## config.mk

```make
export PLATFORM = sky130hd
export DESIGN_NAME = image_crop_stream_flat
export DESIGN_NICKNAME = d
export VERILOG_FILES = /design/src/rtl/crop_pkg.sv /design/src/rtl/image_crop_stream_if.sv /design/src/rtl/axis_skid_fifo2.sv /design/src/rtl/image_crop_stream.sv /design/src/flat_wrapper.sv
export SDC_FILE = /design/constraint.sdc
export NUM_CORES = 1
export LEC_CHECK = 0
export ABC_CLOCK_PERIOD_IN_PS = 4400
export CAP_MARGIN = 40
export CORE_MARGIN = 4
export CORE_UTILIZATION = 54
export CTS_CLUSTER_SIZE = 16
export DETAILED_ROUTE_END_ITERATION = 16
export MAX_ROUTING_LAYER = met4
export PLACE_DENSITY_LB_ADDON = 0.3
export SYNTH_ARGS = -nofsm -noshare
export SYNTH_HDL_FRONTEND = slang
export SYNTH_HIERARCHICAL = 1
export SYNTH_SLANG_ARGS = --single-unit
```

## constraint.sdc

```tcl
create_clock -name ap_clk -period 4.4 [get_ports ap_clk]
set_input_delay 0.44 -clock ap_clk [delete_from_list [all_inputs] [get_ports ap_clk]]
set_output_delay 0.44 -clock ap_clk [all_outputs]
set_load 0.01 [all_outputs]
```

## src/rtl/crop_pkg.sv

```systemverilog
// Shared types and default geometry for the streaming crop stage.
// Pure declarations: no latency, no flow control.
package crop_pkg;

    localparam int DEF_FP_TOTAL = 16;
    localparam int DEF_IN_ROWS  = 100;
    localparam int DEF_IN_COLS  = 160;
    localparam int DEF_OUT_ROWS = 48;
    localparam int DEF_OUT_COLS = 48;

    typedef logic [DEF_FP_TOTAL-1:0] pixel_t;

    typedef enum logic [1:0] {
        IDLE  = 2'd0,
        RUN   = 2'd1,
        DRAIN = 2'd2,
        DONE  = 2'd3
    } state_t;

endpackage

```

## src/rtl/image_crop_stream_if.sv

```systemverilog
// AXI-stream style pixel bus: TDATA/TVALID forward, TREADY back.
// Wires only: no latency; the slave throttles the master through TREADY.
interface image_crop_stream_if
    import crop_pkg::*;
#(
    parameter int W = DEF_FP_TOTAL
);
    logic [W-1:0] TDATA;
    logic         TVALID;
    logic         TREADY;

    modport master (output TDATA, output TVALID, input TREADY);
    modport slave  (input TDATA, input TVALID, output TREADY);
endinterface

```

## src/rtl/axis_skid_fifo2.sv

```systemverilog
// 2-entry registered valid/ready FIFO; output valid 1 cycle after push.
// in_rdy drops only when both entries hold data; push and pop may share a cycle.
module axis_skid_fifo2 #(
    parameter int W = 16
) (
    input  logic         ap_clk,
    input  logic         ap_rst_n,
    input  logic         in_vld,
    output logic         in_rdy,
    input  logic [W-1:0] in_dat,
    output logic         out_vld,
    input  logic         out_rdy,
    output logic [W-1:0] out_dat
);
    logic [W-1:0] mem0_q, mem1_q;
    logic         wr_ptr_q, rd_ptr_q;
    logic [1:0]   count_q;
    logic         push, pop;

    assign in_rdy  = (count_q != 2'd2);
    assign out_vld = (count_q != 2'd0);
    assign out_dat = rd_ptr_q ? mem1_q : mem0_q;
    assign push    = in_vld && in_rdy;
    assign pop     = out_vld && out_rdy;

    always_ff @(posedge ap_clk or negedge ap_rst_n) begin
        if (!ap_rst_n) begin
            mem0_q   <= '0;
            mem1_q   <= '0;
            wr_ptr_q <= 1'b0;
            rd_ptr_q <= 1'b0;
            count_q  <= 2'd0;
        end else begin
            if (push) begin
                if (wr_ptr_q) mem1_q <= in_dat;
                else          mem0_q <= in_dat;
                wr_ptr_q <= ~wr_ptr_q;
            end
            if (pop) rd_ptr_q <= ~rd_ptr_q;
            case ({push, pop})
                2'b10:   count_q <= count_q + 2'd1;
                2'b01:   count_q <= count_q - 2'd1;
                default: count_q <= count_q;
            endcase
        end
    end
endmodule

```

## src/rtl/image_crop_stream.sv

```systemverilog
// Streams one IN_ROWSxIN_COLS frame and forwards only the OUT_ROWSxOUT_COLS window at (crop_y, crop_x).
// Latency 1 cycle in->out; out-of-window beats always accepted, in-window beats stall when the FIFO is full.
module image_crop_stream
    import crop_pkg::*;
#(
    parameter int FP_TOTAL = DEF_FP_TOTAL,
    parameter int IN_ROWS  = DEF_IN_ROWS,
    parameter int IN_COLS  = DEF_IN_COLS,
    parameter int OUT_ROWS = DEF_OUT_ROWS,
    parameter int OUT_COLS = DEF_OUT_COLS
) (
    input  logic                       ap_clk,
    input  logic                       ap_rst_n,
    input  logic                       ap_start,
    output logic                       ap_done,
    output logic                       ap_idle,
    output logic                       ap_ready,
    input  logic [$clog2(IN_ROWS)-1:0] crop_y,
    input  logic [$clog2(IN_COLS)-1:0] crop_x,
    image_crop_stream_if.slave         img_in,
    image_crop_stream_if.master        crop_out
);
    localparam int RW    = $clog2(IN_ROWS);
    localparam int CW    = $clog2(IN_COLS);
    localparam int MAX_Y = IN_ROWS - OUT_ROWS;
    localparam int MAX_X = IN_COLS - OUT_COLS;

    state_t            state_q, state_d;
    logic [RW-1:0]     row_q, crop_y_q;
    logic [CW-1:0]     col_q, crop_x_q;
    logic [RW:0]       row_off;
    logic [CW:0]       col_off;
    logic              in_win, in_hs, last_beat;
    logic              fifo_in_rdy, fifo_out_vld, win_push_vld;
    logic [FP_TOTAL-1:0] fifo_out_dat;

    // Wider unsigned subtraction: rows/cols before the origin wrap to large values and fall outside.
    assign row_off   = {1'b0, row_q} - {1'b0, crop_y_q};
    assign col_off   = {1'b0, col_q} - {1'b0, crop_x_q};
    assign in_win    = (row_off < (RW+1)'(OUT_ROWS)) && (col_off < (CW+1)'(OUT_COLS));
    assign last_beat = (row_q == RW'(IN_ROWS-1)) && (col_q == CW'(IN_COLS-1));

    assign img_in.TREADY = (state_q == RUN) && (!in_win || fifo_in_rdy);
    assign in_hs         = img_in.TVALID && img_in.TREADY;
    assign win_push_vld  = (state_q == RUN) && img_in.TVALID && in_win;

    assign crop_out.TVALID = fifo_out_vld;
    assign crop_out.TDATA  = fifo_out_dat;

    axis_skid_fifo2 #(.W(FP_TOTAL)) u_fifo (
        .ap_clk   (ap_clk),
        .ap_rst_n (ap_rst_n),
        .in_vld   (win_push_vld),
        .in_rdy   (fifo_in_rdy),
        .in_dat   (img_in.TDATA),
        .out_vld  (fifo_out_vld),
        .out_rdy  (crop_out.TREADY),
        .out_dat  (fifo_out_dat)
    );

    always_ff @(posedge ap_clk or negedge ap_rst_n) begin
        if (!ap_rst_n) begin
            state_q  <= IDLE;
            row_q    <= '0;
            col_q    <= '0;
            crop_y_q <= '0;
            crop_x_q <= '0;
        end else begin
            state_q <= state_d;
            if (state_q == IDLE) begin
                row_q <= '0;
                col_q <= '0;
                if (ap_start) begin
                    crop_y_q <= (crop_y > RW'(MAX_Y)) ? RW'(MAX_Y) : crop_y;
                    crop_x_q <= (crop_x > CW'(MAX_X)) ? CW'(MAX_X) : crop_x;
                end
            end else if (in_hs) begin
                if (col_q == CW'(IN_COLS-1)) begin
                    col_q <= '0;
                    row_q <= last_beat ? '0 : row_q + 1'b1;
                end else begin
                    col_q <= col_q + 1'b1;
                end
            end
        end
    end

    always_comb begin
        state_d  = state_q;
        ap_idle  = 1'b0;
        ap_ready = 1'b0;
        ap_done  = 1'b0;
        case (state_q)
            IDLE: begin
                ap_idle = 1'b1;
                if (ap_start) begin
                    ap_ready = 1'b1;
                    state_d  = RUN;
                end
            end
            RUN:     if (in_hs && last_beat) state_d = DRAIN;
            DRAIN:   if (!fifo_out_vld) state_d = DONE;
            DONE: begin
                ap_done = 1'b1;
                state_d = IDLE;
            end
            default: state_d = IDLE;
        endcase
    end
endmodule

```

## src/flat_wrapper.sv

```systemverilog
// flat-port wrapper written by rule: the top's interface ports become plain ports
module image_crop_stream_flat import crop_pkg::*;
#(
    parameter int FP_TOTAL = DEF_FP_TOTAL,
    parameter int IN_ROWS  = DEF_IN_ROWS,
    parameter int IN_COLS  = DEF_IN_COLS,
    parameter int OUT_ROWS = DEF_OUT_ROWS,
    parameter int OUT_COLS = DEF_OUT_COLS
)
  (ap_clk, ap_rst_n, ap_start, ap_done, ap_idle, ap_ready, crop_y, crop_x, img_in_TDATA, img_in_TVALID, img_in_TREADY, crop_out_TDATA, crop_out_TVALID, crop_out_TREADY);
  image_crop_stream_if #(.W(16)) img_in_i ();
  image_crop_stream_if #(.W(16)) crop_out_i ();
  input  logic ap_clk;
  input  logic ap_rst_n;
  input  logic ap_start;
  output logic ap_done;
  output logic ap_idle;
  output logic ap_ready;
  input  logic [$clog2(IN_ROWS)-1:0] crop_y;
  input  logic [$clog2(IN_COLS)-1:0] crop_x;
  input wire logic [$bits(img_in_i.TDATA)-1:0] img_in_TDATA;
  input wire logic [$bits(img_in_i.TVALID)-1:0] img_in_TVALID;
  output wire logic [$bits(img_in_i.TREADY)-1:0] img_in_TREADY;
  output wire logic [$bits(crop_out_i.TDATA)-1:0] crop_out_TDATA;
  output wire logic [$bits(crop_out_i.TVALID)-1:0] crop_out_TVALID;
  input wire logic [$bits(crop_out_i.TREADY)-1:0] crop_out_TREADY;
  assign img_in_i.TDATA = img_in_TDATA;
  assign img_in_i.TVALID = img_in_TVALID;
  assign img_in_TREADY = img_in_i.TREADY;
  assign crop_out_TDATA = crop_out_i.TDATA;
  assign crop_out_TVALID = crop_out_i.TVALID;
  assign crop_out_i.TREADY = crop_out_TREADY;
  image_crop_stream #(.FP_TOTAL(FP_TOTAL), .IN_ROWS(IN_ROWS), .IN_COLS(IN_COLS), .OUT_ROWS(OUT_ROWS), .OUT_COLS(OUT_COLS)) u_core (.ap_clk(ap_clk), .ap_rst_n(ap_rst_n), .ap_start(ap_start), .ap_done(ap_done), .ap_idle(ap_idle), .ap_ready(ap_ready), .crop_y(crop_y), .crop_x(crop_x), .img_in(img_in_i), .crop_out(crop_out_i));
endmodule
```

==> results.yml, run 1 <==
outcome:
  status: "finished clean"
drt:
  firstDrtPassIters: 4
  vias_per_cell: 5.67
  drc: 0
  via_count: 2813
  ant_nets: 0
  post_drt_wl_per_cell_um: 15.7
  totalWireLength_um: 7780
  drt_iter0_markers: 76
job:
  cap_viol_max_count: 0
timing:
  skew_ps: 8.28
  finalCritPeriodShare_pct: 88.6
  tightest_slew_ps: 836
  tns_ps: 0
  slew_headroom_pct: 44.3
  rsz0062_at_grt: "no"
  timing.final.max_slew_violations: 0
  fmaxAchievable_ghz: 0.256
  setup_viol: 0
  hold_viol_final: 0
  setup_ws_ps: 500
  finalCriticalPeriod_ps: 3900
global_routing:
  globalRouteTotalUtil_pct: 19.7
  grt_max_degree: 68
  grt_pass1_wl_um: 12900
  gr-total-overflow: 0
  antenna_found_initial: 0
  grt_pass1_vias: 2782
cts:
  htree_num_levels: 3
  clkLatencyLatePin_ps: 340
  cts_buffer_depth: 2
  cts_tree: "done"
  cts_inserted_buffers: 9
  cts_sinks: 68
  clk_pin_slew_ps: 70
  cts-root-buf: "clkbuf_8"
yosys:
  synth_cell_types: 54
  yosys_register_bits: 68
  ys_seq_area_share_pct: 44.7
  synth_nets: 391
  synth_top_area_share_pct: 44.7
  ys_warn_count: 6
  synth_flop_cell: "dfrtp_1"
  yosysMostFrequentCell: "dfrtp_1"
  synthTopCellsByArea: "dfrtp_1 (45%), mux2_2 (8.6%), mux2_4 (7.9%)"
  async_flop_share_pct: 100
  synthesis.instances: 335
  yosys-top-cells-count: "dfrtp_1 (68), mux2_2 (29), inv_1 (23), ha_1 (20), mux2_4 (20)"
  avgSynthCellArea_um2: 11.4
  synth-edff-count: 0
  netlist.top_cell.by_area: "dfrtp_1"
  synth.cell_area_mm2: 0.00381
power_and_ir_drop:
  vdd_ir_drop_max_mv: 0.167
  p_leak_nw: 2.12
  total_power_mw: 1.33
  powerDensity_mw_per_mm2: 291
critical_path:
  cpLargestDelayFamily: "simple AND/OR/NAND/NOR gates"
  end_kind: "output port"
  crit_buf_inv: 1
  crit_slowest_cell: "or4b_4"
  worstPathCellList: "ha_1 -> a21oi_1 -> o22ai_1 -> a31o_2 -> or3b_1 -> or4b_4 -> nor2_4 -> nor2b_1 -> clkdlybuf4s50_1"
  crit_fanout: 17
  max_stage_delay_ps: 550
  start_kind: "register"
  arrival_ps: 3460
  cp.required_ps: 3960
  critical_path_class: "register to output port"
final_layout:
  finalInstanceArea_mm2: 0.00459
  syn2layout_area_growth_pct: 20.5
  antenna_cells: 0
  regArea_mm2: 0.00170
  fin_nets: 451
  n_fill_cell: 563
  multiInputGateArea_mm2: 0.00192
  fin_cells: 496
  layout-drive-gt1-share_pct: 19.5
floorplanning:
  die_h_um: 92.0
  row_count: 30
  dieArea_mm2: 0.00846
  io_pins: 57
  initial_core_util_pct: 55.7
  die_x_um: 92.0
  core_area_mm2: 0.00683
hold_path:
  hp-class: "primary input to asynchronous set/reset pin"
placed_design:
  globalplace.congestion: 0.782
  dpl.hpwl_um: 5480
  placed_cell_area_mm2: 0.00441
  place_ws_ps: 872
  io_buffers: 56
  dp.cells: 479
==> metrics by stage <==
step	hold slack (ps)	util (%)
2_1_floorplan	144	-
3_3_place_gp	221	64.5
3_5_place_dp	224	64.5
4_1_cts	381	67.2
5_1_grt	383	67.2
6_report	398	67.2
==> area by class of cell <==
type | count | share of cell area [%]
clock buffers | 12 | 3.16
clock inverters | 4 | 0.545
repair buffers | 60 | 12.8
flip-flops and latches | 68 | 37.1
multi-input cells | 233 | 41.9
inverters | 23 | 1.88
well taps | 96 | 2.62
==> power by group <==
group          internal [mW]  switching [mW]  total, mW
clock network          0.218           0.240      0.458
registers              0.649          0.0420      0.690
logic                 0.0909          0.0936      0.184
==> worst reg2reg max path, cell delays in order (launching register included) <==
cell and delay [ps]:
dfrtp_1 450, ha_1 400, a21oi_1 170, o22ai_1 90, a31o_2 220, or3b_1 390, or4b_2 680, nor2_1 210
and3b_1 190, buf_4 280, mux2_2 380
==> cell usage in the layout (no fill, tap or decap), types with 2 or more instances in the layout <==
cell / synthesis / final
clkdlybuf4s50_1: 0 / 55
nand2_1: 16 / 16
nor2_1: 12 / 12
o41ai_1: 2 / 2
mux2_4: 20 / 20
dfrtp_1: 68 / 68
and2_1: 2 / 2
a31oi_1: 2 / 2
nor3_1: 7 / 7
o211ai_1: 6 / 6
nor3b_1: 2 / 2
clkinv_2: 0 / 2
a22o_1: 2 / 2
nand4_1: 3 / 3
or3_1: 4 / 4
clkbuf_8: 0 / 10
ha_1: 20 / 20
nand2b_4: 2 / 2
a21oi_1: 19 / 19
clkinvlp_4: 0 / 2
o21a_1: 3 / 3
nor2b_1: 6 / 6
nand3_1: 8 / 8
clkbuf_1: 3 / 2
inv_1: 23 / 23
nand2b_1: 3 / 3
nor4_1: 4 / 4
xnor2_1: 5 / 5
buf_4: 1 / 3
o21ai_0: 19 / 19
or4_1: 5 / 5
or4b_2: 2 / 2
and3_1: 2 / 2
o31ai_1: 5 / 5
xor2_1: 4 / 4
mux2_2: 29 / 29
==> cell families after synthesis <==
kind of cell	share of synthesized area, %
compound gates	11.5
xor+xnor	2.07
fa+ha+maj	6.57
buf+inv	4.80
flops	44.7
mux	17.0
simple gates	13.3
==> repair_timing <==
item | in CTS | in global routing
setup buffers | 0 | 0
hold buffers | 1 | 0
endpoints found under the hold margin | 1 | 0
gates resized for setup | 0 | 0
==> state kept, by name (all words and copies together), names as in the netlist <==
| name | count |
|---|---|
| u_core/crop_x_q | 8 |
| u_core/u_fifo/mem1_q | 16 |
| u_core/u_fifo/wr_ptr_q | 1 |
| u_core/u_fifo/rd_ptr_q | 1 |
| u_core/u_fifo/mem0_q | 16 |
| u_core/col_q | 8 |
| u_core/row_q | 7 |
| u_core/crop_y_q | 7 |
| u_core/u_fifo/count_q | 2 |
| u_core/state_q | 2 |
==> per-layer routing <==
metal / track usage, % / part of all wire [%] / wire length [um]
met1: 24.2 / 46 / 3550
met2: 30.8 / 48 / 3700
met3: 4.84 / 4.9 / 385
met4: 8.66 / 1.7 / 134
met5: - / 0 / 0
==> worst paths after layout <==
path	start	to	slack, ps	cells after the start
max in group asynchronous	ap_rst_n	u_core/row_q[5]	3020	3
min in group ap_clk	u_core/u_fifo/wr_ptr_q	u_core/u_fifo/wr_ptr_q	500	1
worst max register to register	u_core/col_q[5]	u_core/u_fifo/mem0_q[0]	820	10
worst max-delay path	u_core/col_q[5]	img_in_TREADY	500	9
worst min-delay path	ap_rst_n	u_core/u_fifo/mem1_q[9]	400	2
worst min register to register	u_core/u_fifo/wr_ptr_q	u_core/u_fifo/wr_ptr_q	500	1
No activity file was read; power rests on OpenSTA's default activity.
==> run 2, diff against run 1 <==
--- a/config.mk
+++ b/config.mk
@@ -5,7 +5,7 @@
 export SDC_FILE = /design/constraint.sdc
 export NUM_CORES = 1
 export LEC_CHECK = 0
-export ABC_CLOCK_PERIOD_IN_PS = 4400
+export ABC_CLOCK_PERIOD_IN_PS = 3700
 export CAP_MARGIN = 40
 export CORE_MARGIN = 4
 export CORE_UTILIZATION = 54
==> constraint.sdc (replaced) <==
create_clock -name ap_clk -period 3.7 [get_ports ap_clk]
set_input_delay 0.37 -clock ap_clk [delete_from_list [all_inputs] [get_ports ap_clk]]
set_output_delay 0.37 -clock ap_clk [all_outputs]
set_load 0.01 [all_outputs]
==> results.yml, run 2 (synthesis gave the netlist of run 1 again) <==
critical_path:
  setup.worst_path.end: "img_in_TREADY"
  r2r_cells: 9
  start_kind: "register"
  r2r-end: "u_core/u_fifo/mem1_q[11]"
  crit_fanout: 7
  r2r_start: "u_core/col_q[5]"
  arrival_ps: 3230
  critical_path_class: "register to output port"
  cp.required_ps: 3330
  crit_start: "u_core/col_q[5]"
  end_kind: "output port"
  r2r_slack_ps: 320
drt:
  totalWireLength_um: 8170
  firstDrtPassIters: 4
  via_count: 2817
  vias_per_cell: 5.60
  drc: 0
  post_drt_wl_per_cell_um: 16.2
  ant_nets: 0
  drt_iter0_markers: 159
final_layout:
  antenna_cells: 0
  fin_cells: 503
  final_common_cell: "dfrtp_1"
  syn2layout_area_growth_pct: 23.5
  final_util_pct: 68.8
  fin_nets: 458
  mostFrequentLayoutCells: "dfrtp_1 (67), clkdlybuf4s50_1 (55), mux2_2 (29)"
  layout-drive-gt1-share_pct: 22.4
  top_regs: "u_core/u_fifo/mem0_q (16), u_core/u_fifo/mem1_q (16)"
global_routing:
  grt_pass1_wl_um: 13800
  gr-total-overflow: 0
  grt_max_degree: 35
  antenna_found_initial: 0
  grt_pass1_vias: 2842
  globalRouteTotalUtil_pct: 20.8
timing:
  tns_ps: 0
  skew_ps: 6.46
  hold_viol_final: 0
  tightest_slew_ps: 772
  finalCritPeriodShare_pct: 97.4
  rsz0062_at_grt: "no"
  fmaxAchievable_ghz: 0.278
  setup_viol: 0
  finalCriticalPeriod_ps: 3600
  slew_headroom_pct: 48.5
  whs_ps: 429
  timing.final.max_slew_violations: 0
floorplanning:
  dieArea_mm2: 0.00846
  io_pins: 57
  initial_core_util_pct: 55.7
  core_area_mm2: 0.00683
  die_h_um: 92.0
  die_x_um: 92.0
  row_count: 30
power_and_ir_drop:
  total_power_mw: 1.62
  clkPwrFrac_pct: 33.9
  vdd_ir_drop_max_mv: 0.267
  p_int_mw: 1.16
  powerDensity_mw_per_mm2: 345
  p_sw_mw: 0.463
  power_frac_seq_pct: 50.5
  p_comb_share_pct: 15.6
  switching_share_pct: 28.5
  p_leak_nw: 2.16
outcome:
  status: "finished clean"
placed_design:
  globalplace.congestion: 0.860
  io_buffers: 56
  dp.cells: 486
  dpl.hpwl_um: 6070
cts:
  clk_pin_slew_ps: 80
  cts_sinks: 68
  cts_inserted_buffers: 9
  htree_num_levels: 3
  cts-root-buf: "clkbuf_8"
  cts_buffer_depth: 2
  clkLatencyLatePin_ps: 340
  postCtsSetupBuffers: 0
  cts_tree: "done"
job:
  cap_viol_max_count: 0
hold_path:
  hp-class: "primary input to asynchronous set/reset pin"
==> run 2: cell types whose count changed in the layout (fill, tap and decap cells not counted), moves of 2 or more <==
cell / previous run / this run
ha_4: 0 / 2
clkbuf_1: 2 / 0
clkinv_4: 0 / 2
ha_1: 20 / 17
buf_4: 3 / 8
buf_12: 0 / 2
==> run 2: metrics by stage <==
step / instance area (um2) / worst slack, ps
after floorplan: 3810 / 366
after global placement: 4470 / 337
after detailed placement: 4490 / 265
after CTS: 4670 / 33.3
after global routing: 4700 / 4.58
final: 4700 / 97.6
==> run 2: how the worst min path moves through the flow <==
stage,from,to,depth (start not counted)
6_report,ap_rst_n,u_core/u_fifo/mem1_q[5],2
5_1_grt,ap_rst_n,u_core/u_fifo/mem0_q[9],2
4_1_cts,ap_rst_n,u_core/u_fifo/mem0_q[9],2
3_5_place_dp,ap_rst_n,u_core/u_fifo/mem0_q[9],1
3_3_place_gp,u_core/u_fifo/wr_ptr_q,u_core/u_fifo/wr_ptr_q,1
2_1_floorplan,ap_rst_n,u_core/col_q[0],0
==> run 2: what timing repair did <==
action,4_1_cts,5_1_grt
hold endpoints to repair,9,0
resized for setup,0,5
hold buffers,1,0
endpoints found under the setup margin,0,1
==> run 2: cell type report <==
class / instances / area [um2]
clock buffers: 10 / 138
well taps: 96 / 120
fillers: 521 / 2130
repair buffers: 67 / 666
inverters: 23 / 86.3
flip-flops and latches: 68 / 1700
multi-input cells: 233 / 1950
clock inverters: 6 / 40.0
==> run 2: routing by layer <==
layer  global-route usage, %  part of all wire (%)  wire (um)  vias up
met5                       -                     0          0        -
met4                    5.82                   1.2         94        0
met3                    4.35                   5.4        438        9
met2                    34.4                    49       3990      104
met1                    26.0                    45       3640     1354
li1                        -                     -          -     1350
==> run 2: critical path: stages (launching register included) <==
cell	delay (ps)
dfrtp_2	460
ha_2	340
a21oi_1	150
o22ai_1	90
a31o_2	210
or3b_1	390
or4b_4	570
nor2_4	110
nor2b_1	80
clkdlybuf4s50_1	490
==> run 2: power by group through the flow <==
stage	sequential (mW)	clock, mW	combinational (mW)
floorplan	0.817	0	0.135
global placement	0.825	0	0.225
detailed placement	0.827	0	0.239
CTS	0.812	0.563	0.242
global route	0.823	0.597	0.282
finish	0.819	0.549	0.253
